File: config.mk
export PLATFORM = sky130hd
export DESIGN_NAME = lcd_reader
export DESIGN_NICKNAME = d
export VERILOG_FILES = /design/src/rtl/lcd_pkg.sv /design/src/rtl/lcd_strobe_timer.sv /design/src/rtl/lcd_reader.sv
export SDC_FILE = /design/constraint.sdc
export NUM_CORES = 1
export LEC_CHECK = 0
export BUFFER_PORTS_ARGS = -buffer_cell sky130_fd_sc_hd__buf_2
export CAP_MARGIN = 20
export CORE_AREA = 2 2 66 68
export DETAILED_ROUTE_END_ITERATION = 8
export DIE_AREA = 0 0 68 70
export GPL_TIMING_DRIVEN = 0
export PLACE_DENSITY = 0.77
export SYNTH_ARGS = -nofsm -noshare
export SYNTH_HDL_FRONTEND = slang
export SYNTH_SLANG_ARGS = --single-unit
export TNS_END_PERCENT = 100
File: constraint.sdc
create_clock -name clk -period 2.5 [get_ports clk]
set_input_delay 0.25 -clock clk [delete_from_list [all_inputs] [get_ports clk]]
set_output_delay 0.25 -clock clk [all_outputs]
set_load 0.05 [all_outputs]
File: src/rtl/lcd_pkg.sv
// Shared HD44780 definitions for the LCD read/write custom instructions:
// FSM encoding, register bit positions and default bus timing at 50 MHz.
package lcd_pkg;

  typedef logic [2:0] lcd_state_t;

  localparam lcd_state_t ST_IDLE    = 3'd0;
  localparam lcd_state_t ST_SETUP   = 3'd1;
  localparam lcd_state_t ST_EN_HIGH = 3'd2;
  localparam lcd_state_t ST_EN_LOW  = 3'd3;
  localparam lcd_state_t ST_DONE    = 3'd4;

  localparam int BF_BIT      = 7;
  localparam int BYTE_LSB    = 0;
  localparam int TIMEOUT_BIT = 8;

  localparam int LCD_SETUP_CYCLES   = 2;
  localparam int LCD_EN_HIGH_CYCLES = 25;
  localparam int LCD_EN_LOW_CYCLES  = 25;
  localparam int LCD_MAX_POLLS      = 4096;

  // Bits needed to hold the values 0 .. n-1 (at least one bit).
  function automatic int cnt_width(input int n);
    return (n < 2) ? 1 : $clog2(n);
  endfunction

endpackage

File: src/rtl/lcd_strobe_timer.sv
// Down-counter for LCD bus phases: loaded with N-1 on phase entry, expired
// is high during the N-th cycle of the phase.
module lcd_strobe_timer #(
  parameter int W = 5
) (
  input  logic         clk,
  input  logic         reset,
  input  logic         clk_en,
  input  logic         load,
  input  logic [W-1:0] load_val,
  output logic         expired
);

  logic [W-1:0] cnt_q, cnt_d;

  always_comb begin
    cnt_d = cnt_q;
    if (load) begin
      cnt_d = load_val;
    end else if (cnt_q != '0) begin
      cnt_d = cnt_q - 1'b1;
    end
  end

  always_ff @(posedge clk) begin
    if (reset) begin
      cnt_q <= '0;
    end else if (clk_en) begin
      cnt_q <= cnt_d;
    end
  end

  assign expired = (cnt_q == '0);

endmodule

File: src/rtl/lcd_reader.sv
// HD44780 read-cycle custom instruction (status or data RAM), with optional
// busy-flag polling; LCD_POLL_TIMEOUT_EN bounds polling to MAX_POLLS re-reads.
module lcd_reader
  import lcd_pkg::*;
#(
  parameter int SETUP_CYCLES   = LCD_SETUP_CYCLES,
  parameter int EN_HIGH_CYCLES = LCD_EN_HIGH_CYCLES,
  parameter int EN_LOW_CYCLES  = LCD_EN_LOW_CYCLES,
  parameter int MAX_POLLS      = LCD_MAX_POLLS
) (
  input  logic        clk,
  input  logic        reset,
  input  logic        clk_en,
  input  logic        start,
  input  logic [31:0] dataa,
  input  logic [31:0] datab,
  output logic [31:0] result,
  output logic        done,
  output logic        rs,
  output logic        rw,
  output logic        en,
  input  logic [7:0]  db_in,
  output logic [2:0]  dbg_state
);

  localparam int MAX_T = (SETUP_CYCLES > EN_HIGH_CYCLES) ?
                         ((SETUP_CYCLES > EN_LOW_CYCLES) ? SETUP_CYCLES : EN_LOW_CYCLES) :
                         ((EN_HIGH_CYCLES > EN_LOW_CYCLES) ? EN_HIGH_CYCLES : EN_LOW_CYCLES);
  localparam int CNT_W = cnt_width(MAX_T);
  localparam logic [CNT_W-1:0] SETUP_LOAD   = CNT_W'(SETUP_CYCLES - 1);
  localparam logic [CNT_W-1:0] EN_HIGH_LOAD = CNT_W'(EN_HIGH_CYCLES - 1);
  localparam logic [CNT_W-1:0] EN_LOW_LOAD  = CNT_W'(EN_LOW_CYCLES - 1);

  // Handshake: start is accepted only in IDLE on a clk_en cycle; done is a
  // single clk_en-qualified cycle with result valid; no back-pressure exists.
  lcd_state_t state_q, state_d;
  logic       rs_q, rs_d, poll_q, poll_d, rw_q, rw_d, en_q, en_d;
  logic [7:0] byte_q, byte_d;
  logic [31:0] result_q, result_d;
  logic       tmr_load, tmr_expired;
  logic [CNT_W-1:0] tmr_val;
  logic       poll_clr, poll_inc, poll_limit;

  lcd_strobe_timer #(.W(CNT_W)) u_timer (
    .clk      (clk),
    .reset    (reset),
    .clk_en   (clk_en),
    .load     (tmr_load),
    .load_val (tmr_val),
    .expired  (tmr_expired)
  );

  always_comb begin
    state_d  = state_q;
    rs_d     = rs_q;
    poll_d   = poll_q;
    rw_d     = rw_q;
    en_d     = en_q;
    byte_d   = byte_q;
    result_d = result_q;
    tmr_load = 1'b0;
    tmr_val  = '0;
    poll_clr = 1'b0;
    poll_inc = 1'b0;
    case (state_q)
      ST_IDLE: begin
        if (start) begin
          rs_d     = dataa[0];
          poll_d   = dataa[1] & ~dataa[0];
          rw_d     = 1'b1;
          en_d     = 1'b0;
          poll_clr = 1'b1;
          state_d  = ST_SETUP;
          tmr_load = 1'b1;
          tmr_val  = SETUP_LOAD;
        end
      end
      ST_SETUP: begin
        if (tmr_expired) begin
          en_d     = 1'b1;
          state_d  = ST_EN_HIGH;
          tmr_load = 1'b1;
          tmr_val  = EN_HIGH_LOAD;
        end
      end
      ST_EN_HIGH: begin
        // db is sampled on the same edge that drops en, inside tDDR/tH.
        if (tmr_expired) begin
          en_d     = 1'b0;
          byte_d   = db_in;
          state_d  = ST_EN_LOW;
          tmr_load = 1'b1;
          tmr_val  = EN_LOW_LOAD;
        end
      end
      ST_EN_LOW: begin
        if (tmr_expired) begin
          tmr_load = 1'b1;
          if (poll_q && byte_q[BF_BIT] && !poll_limit) begin
            poll_inc = 1'b1;
            state_d  = ST_SETUP;
            tmr_val  = SETUP_LOAD;
          end else begin
            rw_d     = 1'b0;
            state_d  = ST_DONE;
            result_d = '0;
            result_d[BYTE_LSB +: 8]  = byte_q;
            result_d[TIMEOUT_BIT]    = poll_q & byte_q[BF_BIT] & poll_limit;
          end
        end
      end
      ST_DONE: begin
        state_d  = ST_IDLE;
        tmr_load = 1'b1;
      end
      default: begin
        state_d = ST_IDLE;
        rw_d    = 1'b0;
        en_d    = 1'b0;
      end
    endcase
  end

  always_ff @(posedge clk) begin
    if (reset) begin
      state_q  <= ST_IDLE;
      rs_q     <= 1'b0;
      poll_q   <= 1'b0;
      rw_q     <= 1'b0;
      en_q     <= 1'b0;
      byte_q   <= '0;
      result_q <= '0;
    end else if (clk_en) begin
      state_q  <= state_d;
      rs_q     <= rs_d;
      poll_q   <= poll_d;
      rw_q     <= rw_d;
      en_q     <= en_d;
      byte_q   <= byte_d;
      result_q <= result_d;
    end
  end

`ifdef LCD_POLL_TIMEOUT_EN
  localparam int PC_W = cnt_width(MAX_POLLS + 1);
  logic [PC_W-1:0] poll_cnt_q, poll_cnt_d;

  always_comb begin
    poll_cnt_d = poll_cnt_q;
    if (poll_clr) begin
      poll_cnt_d = '0;
    end else if (poll_inc) begin
      poll_cnt_d = poll_cnt_q + 1'b1;
    end
  end

  always_ff @(posedge clk) begin
    if (reset) begin
      poll_cnt_q <= '0;
    end else if (clk_en) begin
      poll_cnt_q <= poll_cnt_d;
    end
  end

  assign poll_limit = (poll_cnt_q == PC_W'(MAX_POLLS));
`else
  logic unused_poll;
  assign poll_limit  = 1'b0;
  assign unused_poll = poll_clr ^ poll_inc ^ (^MAX_POLLS);
`endif

  logic unused_inputs;
  assign unused_inputs = ^{datab, dataa[31:2]};

  assign result    = result_q;
  assign done      = (state_q == ST_DONE);
  assign rs        = rs_q;
  assign rw        = rw_q;
  assign en        = en_q;
  assign dbg_state = state_q;

endmodule

==> reports/summary.txt <==
run status: completed
Routed WL per cell: 10.94 um
mux contribution to synthesized area: 11.06%
Clock H-tree levels: 1
Worst-path clk slew: 100 ps
largest net degree at the start of global routing: 17
die footprint: 4760 um2
Final Cell Area: 1909 um2
synthesized instance count: 182
Site Rows: 24
GRT Total Usage: 14.05%
Top Ports: 115
Antenna Cells: 0
synthesized cell area: 1539 um2
Filler Cells Inserted: 445
Netlist cell types: 38
Top FF cell, synth: dfxtp_1
Post-synth EDFFs: 0
critical path class: flip-flop to flip-flop
DP Wirelength: 2430 um
clk sinks: 28
share of layout cells above drive strength 1: 25.63%
Max Cap Violations: 0
area grow syn2layout: 24.06%
CP required: 2660 ps
CP arrival: 2350 ps
peak fanout along the critical path: 9
Syn Area/Cell: 8.456 um2
Die H: 70 um
via count: 1379
Worst-Margin Slew: 708.7 ps
Post-CTS Hold Buffers: 0
vias in the first global route: 1211
Hold WC Path Type: input port to flip-flop
Seq/Total Area, Yosys: 36.42%
Max IR drop VDD: 0.3506 mV
GP Congestion: 0.7961
FFs w/ async S/R, synth: 0%
CP Capture Type: flip-flop
Post-Synth XOR/XNOR Area: 0.5691%
I/O Buffers: 28
Pleak: 0.0009926 uW
final hold violations: 0
initial core utilization: 37.14%
first-pass GRT wire length: 5326 um
RSZ-0062 raised after global routing: no
Core Area: 4144 um2
worst skew pair latency: 270 ps
Synth warnings: 0
post-route ant nets: 0
Max Buffers Root-to-Sink: 2
1st-pass router iterations: 4
DRC viols: 0
sum of negative setup slack: 0 ps
flops & latches, synth: 28
Post-Synth Simple-Gate Area: 19.67%
initial DRC count: 99
pwr/cell area: 736.2 nW/um2
post-synthesis adder-cell area fraction: 1.626%
nets: 317
largest family of logic cells by synthesized area: simple AND/OR/NAND/NOR gates
Die X-Extent: 68 um
fin util: 46.07%
TritonCTS Buffers: 3
Tcrit/Tclk final: 87.82%
Post-DP Area: 1831 um2
root buffer selected by CTS: clkbuf_8
DRT Wirelength: 3173 um
GRT Residual Overflow: 0
clock skew: 1.259 ps
Setup-failing EPs final: 0
Vias/cell: 4.755
Peak Freq: 455.5 MHz
CTS tree: done
CP startpoint kind: flip-flop
post-route minimum period: 2196 ps
Final Max Tran Viols: 0
tightest slew margin relative to the limit: 52.63%
initial antenna violation count: 0
compound-gate portion of the synthesized area: 14.96%
[layout by cell type (no fill, tap or decap), types with 3 or more instances in the layout]
master	Yosys	final
buf_2	1	29
dfxtp_1	28	28
nor2_1	26	26
buf_4	24	25
conb_1	1	24
mux2i_1	17	17
clkbuf_1	9	9
a21oi_1	9	9
o21ai_0	9	9
nand2_1	8	8
inv_1	5	5
nor3_1	4	4
nand4_1	4	4
nor3b_1	4	4
a31oi_1	3	3
clkbuf_8	0	3
[per-layer routing]
layer	vias to the layer above	global-route usage (%)	part of all wire [%]
met5	-	0	0
met4	0	3.333	1.0
met3	4	3.543	8.4
met2	48	23.73	48
met1	625	17.59	43
li1	702	-	-
[cell usage after synthesis (2+ instances only)]
| master | instances | area (um2) |
|---|---|---|
| nor2_1 | 26 | 97.59 |
| nand2_1 | 8 | 30.03 |
| ha_1 | 2 | 25.02 |
| o31ai_1 | 2 | 15.01 |
| or4_1 | 2 | 15.01 |
| nor3b_1 | 4 | 30.03 |
| or4b_1 | 2 | 20.02 |
| mux2i_1 | 17 | 170.2 |
| a32o_1 | 2 | 20.02 |
| dfxtp_1 | 28 | 560.5 |
| nand4_1 | 4 | 25.02 |
| a211oi_1 | 2 | 15.01 |
| nor3_1 | 4 | 20.02 |
| buf_4 | 24 | 180.2 |
| a21oi_1 | 9 | 45.04 |
| clkbuf_1 | 9 | 33.78 |
| nand3b_1 | 2 | 15.01 |
| o21ai_0 | 9 | 45.04 |
| inv_1 | 5 | 18.77 |
| a31oi_1 | 3 | 18.77 |
[critical path, stage by stage (launching register included)]
cell and delay, ps:
dfxtp_1 350, inv_1 110, ha_1 200, nor4b_2 600
nand4_1 170, clkbuf_1 330, mux2i_1 250, nor2_1 60
[flip-flops by register name, indices dropped and copies added (netlist names)]
signal         cells
rw                 1
dbg_state          3
poll_q             1
rs                 1
u_timer.cnt_q      5
en                 1
byte_q             8
result             8
[final cells by class]
| type | count | area (um2) | share of cell area, % |
|---|---|---|---|
| Multi-Input combinational cell | 138 | 827.0 | 43.32 |
| Tap cell | 52 | 65.06 | 3.408 |
| Sequential cell | 28 | 560.5 | 29.36 |
| Clock inverter | 1 | 30.03 | 1.573 |
| Buffer | 34 | 219.0 | 11.47 |
| Inverter | 5 | 18.77 | 0.9830 |
| Timing Repair Buffer | 29 | 147.6 | 7.733 |
| Clock buffer | 3 | 41.29 | 2.163 |
[timing repair]
action | 4_1_cts | 5_1_grt
hold endpoints to repair | 0 | 0
setup endpoints to repair | 0 | 8
resized for setup | 0 | 0
setup buffers | 0 | 1
[kinds of logic (layout without fill, tap and decap cells)]
group | after synthesis | count (layout)
simple gates | 58 | 58
xor+xnor | 1 | 1
mux | 17 | 17
compound gates | 36 | 36
buf+inv | 39 | 72
other cells | 1 | 24
fa+ha+maj | 2 | 2
flops | 28 | 28
[final timing paths]
check | depth (start not counted) | to | slack (ps) | start
worst max-delay path | 7 | result[2]$_SDFFE_PP0P_ | 300 | u_timer.cnt_q[0]$_SDFFE_PP0P_
worst min-delay path | 3 | byte_q[0]$_SDFFE_PP0P_ | 200 | db_in[0]
worst max register to register | 7 | result[2]$_SDFFE_PP0P_ | 300 | u_timer.cnt_q[0]$_SDFFE_PP0P_
worst min register to register | 2 | rw$_SDFFE_PP0P_ | 480 | rw$_SDFFE_PP0P_
[where the power goes]
part | total [uW] | switching (uW) | internal, uW | leakage [uW]
Sequential | 516 | 33.8 | 482 | 0.000227
Clock | 357 | 143 | 214 | 0.0000357
Combinational | 532 | 349 | 183 | 0.000730
[through the flow]
step,total power [uW],worst slack [ps],instances,hold slack [ps]
floorplan,958.1,41.21,205,393.9
global placement,1045,141.7,285,466.8
detailed placement,1054,116.3,285,471.1
CTS,1410,91.55,289,196.7
global route,1497,135.5,290,198.5
finish,1406,304.4,290,197.6
(Power assumes the default switching activity.)
